[config.mk]
export PLATFORM = sky130hd
export DESIGN_NAME = econ_run_seq
export DESIGN_NICKNAME = d
export VERILOG_FILES = /design/src/rtl/econ_run_seq.sv
export SDC_FILE = /design/constraint.sdc
export NUM_CORES = 1
export LEC_CHECK = 0
export CORE_AREA = 8 8 370 372
export DETAILED_ROUTE_END_ITERATION = 12
export DIE_AREA = 0 0 378 380
export PLACE_DENSITY = 0.33
export SLEW_MARGIN = 20
export SYNTH_ARGS = -nofsm -noshare
export SYNTH_HDL_FRONTEND = slang
export SYNTH_SLANG_ARGS = --single-unit
[constraint.sdc]
create_clock -name clk -period 2.7 [get_ports clk]
set_input_delay 0.54 -clock clk [delete_from_list [all_inputs] [get_ports clk]]
set_output_delay 0.54 -clock clk [all_outputs]
set_load 0.02 [all_outputs]
[src/rtl/econ_run_seq.sv]
// Run sequencer for a feed-forward accelerator: settles the weights, streams samples
// through one at a time and hands each result downstream, with a per-sample timeout.
//
// state | meaning
// IDLE  | waiting for start; done pulses here for one cycle after a run
// CFG   | weights valid, settling for CFG_CYCLES before the first sample
// LOAD  | ready for one upstream feature vector
// WAIT  | sample issued, waiting for the accelerator result (bounded)
// HOLD  | result presented downstream until accepted
module econ_run_seq #(
    parameter int IN_W       = 384,
    parameter int OUT_W      = 80,
    parameter int CFG_CYCLES = 2,
    parameter int TIMEOUT    = 64
) (
    input  logic             clk,
    input  logic             rst,
    input  logic             start,
    input  logic [15:0]      num_samples,
    input  logic [IN_W-1:0]  s_dat,
    input  logic             s_vld,
    output logic             s_rdy,
    output logic [IN_W-1:0]  acc_in_dat,
    output logic             acc_in_vld,
    output logic             w_vld,
    input  logic [OUT_W-1:0] acc_out_dat,
    input  logic             acc_out_vld,
    output logic [OUT_W-1:0] m_dat,
    output logic             m_vld,
    input  logic             m_rdy,
    output logic             busy,
    output logic             done,
    output logic             timeout_err,
    output logic [15:0]      sample_cnt
);

    localparam int CW = (CFG_CYCLES > 1) ? $clog2(CFG_CYCLES) : 1;
    localparam int TW = (TIMEOUT > 1) ? $clog2(TIMEOUT) : 1;
    localparam logic [CW-1:0] CFG_LAST = CW'(CFG_CYCLES - 1);
    localparam logic [TW-1:0] TMR_LAST = TW'(TIMEOUT - 1);

    typedef enum logic [2:0] {
        IDLE = 3'd0,
        CFG  = 3'd1,
        LOAD = 3'd2,
        WAIT = 3'd3,
        HOLD = 3'd4
    } state_t;

    state_t           state_q, state_d;
    logic [15:0]      num_q, num_d;
    logic [15:0]      cnt_q, cnt_d;
    logic [CW-1:0]    cfg_cnt_q, cfg_cnt_d;
    logic [TW-1:0]    tmr_q, tmr_d;
    logic             s_rdy_q, s_rdy_d;
    logic [IN_W-1:0]  acc_in_dat_q, acc_in_dat_d;
    logic             acc_in_vld_q, acc_in_vld_d;
    logic             w_vld_q, w_vld_d;
    logic [OUT_W-1:0] m_dat_q, m_dat_d;
    logic             m_vld_q, m_vld_d;
    logic             busy_q, busy_d;
    logic             done_q, done_d;
    logic             terr_q, terr_d;

    always_ff @(posedge clk) begin
        if (!rst) begin
            state_q      <= IDLE;
            num_q        <= '0;
            cnt_q        <= '0;
            cfg_cnt_q    <= '0;
            tmr_q        <= '0;
            s_rdy_q      <= 1'b0;
            acc_in_dat_q <= '0;
            acc_in_vld_q <= 1'b0;
            w_vld_q      <= 1'b0;
            m_dat_q      <= '0;
            m_vld_q      <= 1'b0;
            busy_q       <= 1'b0;
            done_q       <= 1'b0;
            terr_q       <= 1'b0;
        end else begin
            state_q      <= state_d;
            num_q        <= num_d;
            cnt_q        <= cnt_d;
            cfg_cnt_q    <= cfg_cnt_d;
            tmr_q        <= tmr_d;
            s_rdy_q      <= s_rdy_d;
            acc_in_dat_q <= acc_in_dat_d;
            acc_in_vld_q <= acc_in_vld_d;
            w_vld_q      <= w_vld_d;
            m_dat_q      <= m_dat_d;
            m_vld_q      <= m_vld_d;
            busy_q       <= busy_d;
            done_q       <= done_d;
            terr_q       <= terr_d;
        end
    end

    always_comb begin
        state_d      = state_q;
        num_d        = num_q;
        cnt_d        = cnt_q;
        cfg_cnt_d    = cfg_cnt_q;
        tmr_d        = tmr_q;
        s_rdy_d      = s_rdy_q;
        acc_in_dat_d = acc_in_dat_q;
        acc_in_vld_d = 1'b0;
        w_vld_d      = w_vld_q;
        m_dat_d      = m_dat_q;
        m_vld_d      = m_vld_q;
        busy_d       = busy_q;
        done_d       = 1'b0;
        terr_d       = terr_q;

        case (state_q)
            IDLE: begin
                if (start) begin
                    state_d   = CFG;
                    num_d     = num_samples;
                    cnt_d     = '0;
                    terr_d    = 1'b0;
                    cfg_cnt_d = CFG_LAST;
                    w_vld_d   = 1'b1;
                    busy_d    = 1'b1;
                end
            end
            CFG: begin
                if (cfg_cnt_q == '0) begin
                    if (num_q == 16'd0) begin
                        state_d = IDLE;
                        done_d  = 1'b1;
                        w_vld_d = 1'b0;
                        busy_d  = 1'b0;
                    end else begin
                        state_d = LOAD;
                        s_rdy_d = 1'b1;
                    end
                end else begin
                    cfg_cnt_d = cfg_cnt_q - 1'b1;
                end
            end
            LOAD: begin
                if (s_vld && s_rdy_q) begin
                    state_d      = WAIT;
                    acc_in_dat_d = s_dat;
                    acc_in_vld_d = 1'b1;
                    s_rdy_d      = 1'b0;
                    tmr_d        = '0;
                end
            end
            WAIT: begin
                // A result arriving on the final timer cycle still counts.
                if (acc_out_vld) begin
                    state_d = HOLD;
                    m_dat_d = acc_out_dat;
                    m_vld_d = 1'b1;
                end else if (tmr_q == TMR_LAST) begin
                    state_d = IDLE;
                    terr_d  = 1'b1;
                    done_d  = 1'b1;
                    w_vld_d = 1'b0;
                    busy_d  = 1'b0;
                end else begin
                    tmr_d = tmr_q + 1'b1;
                end
            end
            HOLD: begin
                if (m_rdy) begin
                    m_vld_d = 1'b0;
                    cnt_d   = cnt_q + 16'd1;
                    if (cnt_d == num_q) begin
                        state_d = IDLE;
                        done_d  = 1'b1;
                        w_vld_d = 1'b0;
                        busy_d  = 1'b0;
                    end else begin
                        state_d = LOAD;
                        s_rdy_d = 1'b1;
                    end
                end
            end
            default: begin
                state_d = IDLE;
            end
        endcase
    end

    assign s_rdy       = s_rdy_q;
    assign acc_in_dat  = acc_in_dat_q;
    assign acc_in_vld  = acc_in_vld_q;
    assign w_vld       = w_vld_q;
    assign m_dat       = m_dat_q;
    assign m_vld       = m_vld_q;
    assign busy        = busy_q;
    assign done        = done_q;
    assign timeout_err = terr_q;
    assign sample_cnt  = cnt_q;

endmodule

==> flow_summary.yaml <==
status:
  run_status: "complete, no violations"
synthesis:
  ys_async_sr_fraction_pct: 0
  yosys_warnings: 0
  synth.largest_area_cell: "dfxtp_1"
  yosysTopAreaCellShare_pct: 60.26
  ys_ff_latch: 512
  netlist_area_mm2: 0.01701
  ys.flop_type: "dfxtp_1"
  synth.avg_cell_area_um2: 10.96
  yosysSeqAreaShare_pct: 60.26
  synth_most_common_cell: "dfxtp_1"
  syn_inst: 1552
  synth_area_leaders: "dfxtp_1 60%, a22o_1 20%, nand2_1 4.7%, a21boi_0 4.4%, clkbuf_1 2.4%"
  synth.distinct_cells: 48
  synth_nets: 2040
  synth_common_cells: "512 x dfxtp_1, 384 x a22o_1, 215 x nand2_1"
  synth_edf_count: 0
worst_setup_path:
  cp_data_arrival_time_ns: 3.09
  r2r_setup_slack_ns: 0.19
  worstSetupStartpointType: "flop"
  crit_buf_inv: 0
  endpoint_kind: "flop"
  cp_slowest_cell: "or4_4"
  cp_cell_sequence: "ha_1 -> nand3_4 -> or4_4 -> xnor2_1 -> a2111oi_0 -> and4_1 -> a31o_1 -> and3_1"
  max_stage_delay_ns: 0.57
  crit_fanout: 10
  crit_required_ns: 3.28
  path_delay_family: "simple AND/OR/NAND/NOR gates"
  crit_type: "reg2reg"
detailed_routing:
  dr.first_iter.drc_count: 810
  routed_wirelength_mm: 107.9
  drc: 0
  vias: 16330
  detail-route-antenna-nets: 0
  wl_per_cell_um: 24.96
  drt_first_pass_iters: 5
  viasPerCell: 3.778
place:
  gp_congestion: 0.8902
  dp_cells: 4187
  portBuffers: 972
  place_ws_ns: -0.02260
  dp_hpwl_mm: 84.79
timing:
  setup_viol: 0
  tightest_slew_ns: 0.8066
  drv_slew: 0
  fin_ws_ns: 0.1887
  layout_min_cycle_time_ns: 2.511
  maxSlewHeadroom_pct: 46.23
  hold_viol_final: 0
  fin_tns_setup_ns: 0
  fin_skew_ns: 0.02157
  fmax_mhz: 398.2
  rsz0062_at_grt: "false"
  post-route-period-util_pct: 93.01
grt:
  grt_pass1_wl_mm: 144.7
  grt_max_degree: 123
  grt_pass1_vias: 16900
  grt_overflow: 0
  grt_antenna_before_repair: 39
  track_usage_pct: 14.25
clock_network:
  clk_latency_ns: 0.64
  postCtsSetupBuffers: 0
  clock_path_buffers: 3
  cts_made_buffers: 72
  clockRootBuffer: "clkbuf_16"
  ctsHoldBuffers: 0
  htree_levels: 3
  path_clk_slew_ns: 0.06
  clock-sinks: 512
  cts_tree: "done"
  post_cts_resize_count: 0
floorplan:
  num_io_pins: 973
  die_h_um: 380
  rows: 133
  die_w_um: 378
  dieArea_mm2: 0.1436
  core_area_mm2: 0.1308
  initial_core_util_pct: 13.00
job:
  drv_cap: 0
power_and_ir_drop:
  powerDensity_mw_per_mm2: 631.5
  p_leak_nw: 11.17
  vdd_drop_max_mv: 0.4006
  report.power.total_mw: 19.83
min_path:
  worstHoldPathType: "in2reg"
finish:
  final_layout_size_suffix_gt1_share_pct: 6.450
  fillers: 14010
  finalNetCount: 2994
  syn_to_final_growth_pct: 84.63
  stdcell_count: 4323
  fin_util_pct: 24.01
per-layer routing:
| layer | vias up | track usage (%) | wire, um |
|---|---|---|---|
| met3 | 146 | 6.650 | 11260 |
| met1 | 7944 | 15.22 | 40250 |
| met4 | 2 | 4.002 | 2412 |
| met5 | - | 0 | 11 |
| li1 | 7610 | - | - |
| met2 | 632 | 25.07 | 53970 |
placed cells by master (no fill, tap or decap), types with 11 or more instances in the layout:
| master | Yosys | layout |
|---|---|---|
| nand2_1 | 215 | 215 |
| and3_1 | 11 | 11 |
| dfxtp_1 | 512 | 512 |
| clkbuf_8 | 0 | 18 |
| xor2_1 | 11 | 11 |
| nor2_1 | 32 | 30 |
| buf_12 | 0 | 14 |
| a21oi_1 | 21 | 21 |
| clkdlybuf4s50_1 | 0 | 971 |
| nor2b_1 | 11 | 11 |
| o21ai_0 | 15 | 15 |
| a21boi_0 | 99 | 99 |
| xnor2_1 | 13 | 13 |
| a22o_1 | 384 | 384 |
| clkbuf_1 | 108 | 15 |
| nand3_1 | 13 | 12 |
| clkbuf_16 | 0 | 73 |
| buf_4 | 3 | 27 |
metrics by stage:
step	instance area, um2	hold slack [ns]
4_1_cts	31380	0.3592
6_report	31410	0.4428
2_1_floorplan	17010	0.4513
3_3_place_gp	28920	0.4534
5_1_grt	31400	0.4078
3_5_place_dp	28920	0.4608
sequential cells by signal, indices dropped and copies added, names as in the netlist:
name,flops
acc_in_dat,384
m_dat,80
num_q,16
sample_cnt,16
tmr_q,6
state_q,3
acc_in_vld,1
busy,1
cfg_cnt_q,1
done,1
m_vld,1
s_rdy,1
timeout_err,1
worst paths after layout:
path,startpoint,end,cells after the start
worst max-delay path,sample_cnt[0],done,8
worst min-delay path,acc_out_dat[17],m_dat[17],3
worst max register to register,sample_cnt[0],done,8
worst min register to register,m_dat[47],m_dat[47],2
kinds of logic (layout without fill, tap and decap cells):
logic type      after synthesis  after routing  share of synthesized area (%)
compound gates              544            544                          26.43
flops                       512            512                          60.26
simple gates                331            331                          8.628
buf+inv                     137           1143                          3.185
xor+xnor                     24             24                          1.236
fa+ha+maj                     2              2                         0.1471
mux                           2              2                         0.1177
other cells                   0             10                              0
final cells by class:
cell class	instances	area (um2)	area share [%]
flip-flops and latches	512	10250	32.64
repair buffers	1014	10220	32.54
multi-input cells	903	6247	19.89
well taps	1755	2196	6.992
clock buffers	106	2131	6.785
clock inverters	20	326.6	1.040
diodes	10	25.02	0.07968
inverters	3	11.26	0.03586
power by group:
group	total, mW	leakage (nW)	internal [mW]	switching, mW
registers	7.87	4.13	7.73	0.138
logic	2.08	5.84	1.10	0.982
clock network	9.88	1.20	5.98	3.91
worst min-delay path: stages:
cell and delay [ns]:
clkdlybuf4s50_1 0.40, nand2_1 0.05, a21boi_0 0.06
Power figures use the tool's default switching activity.
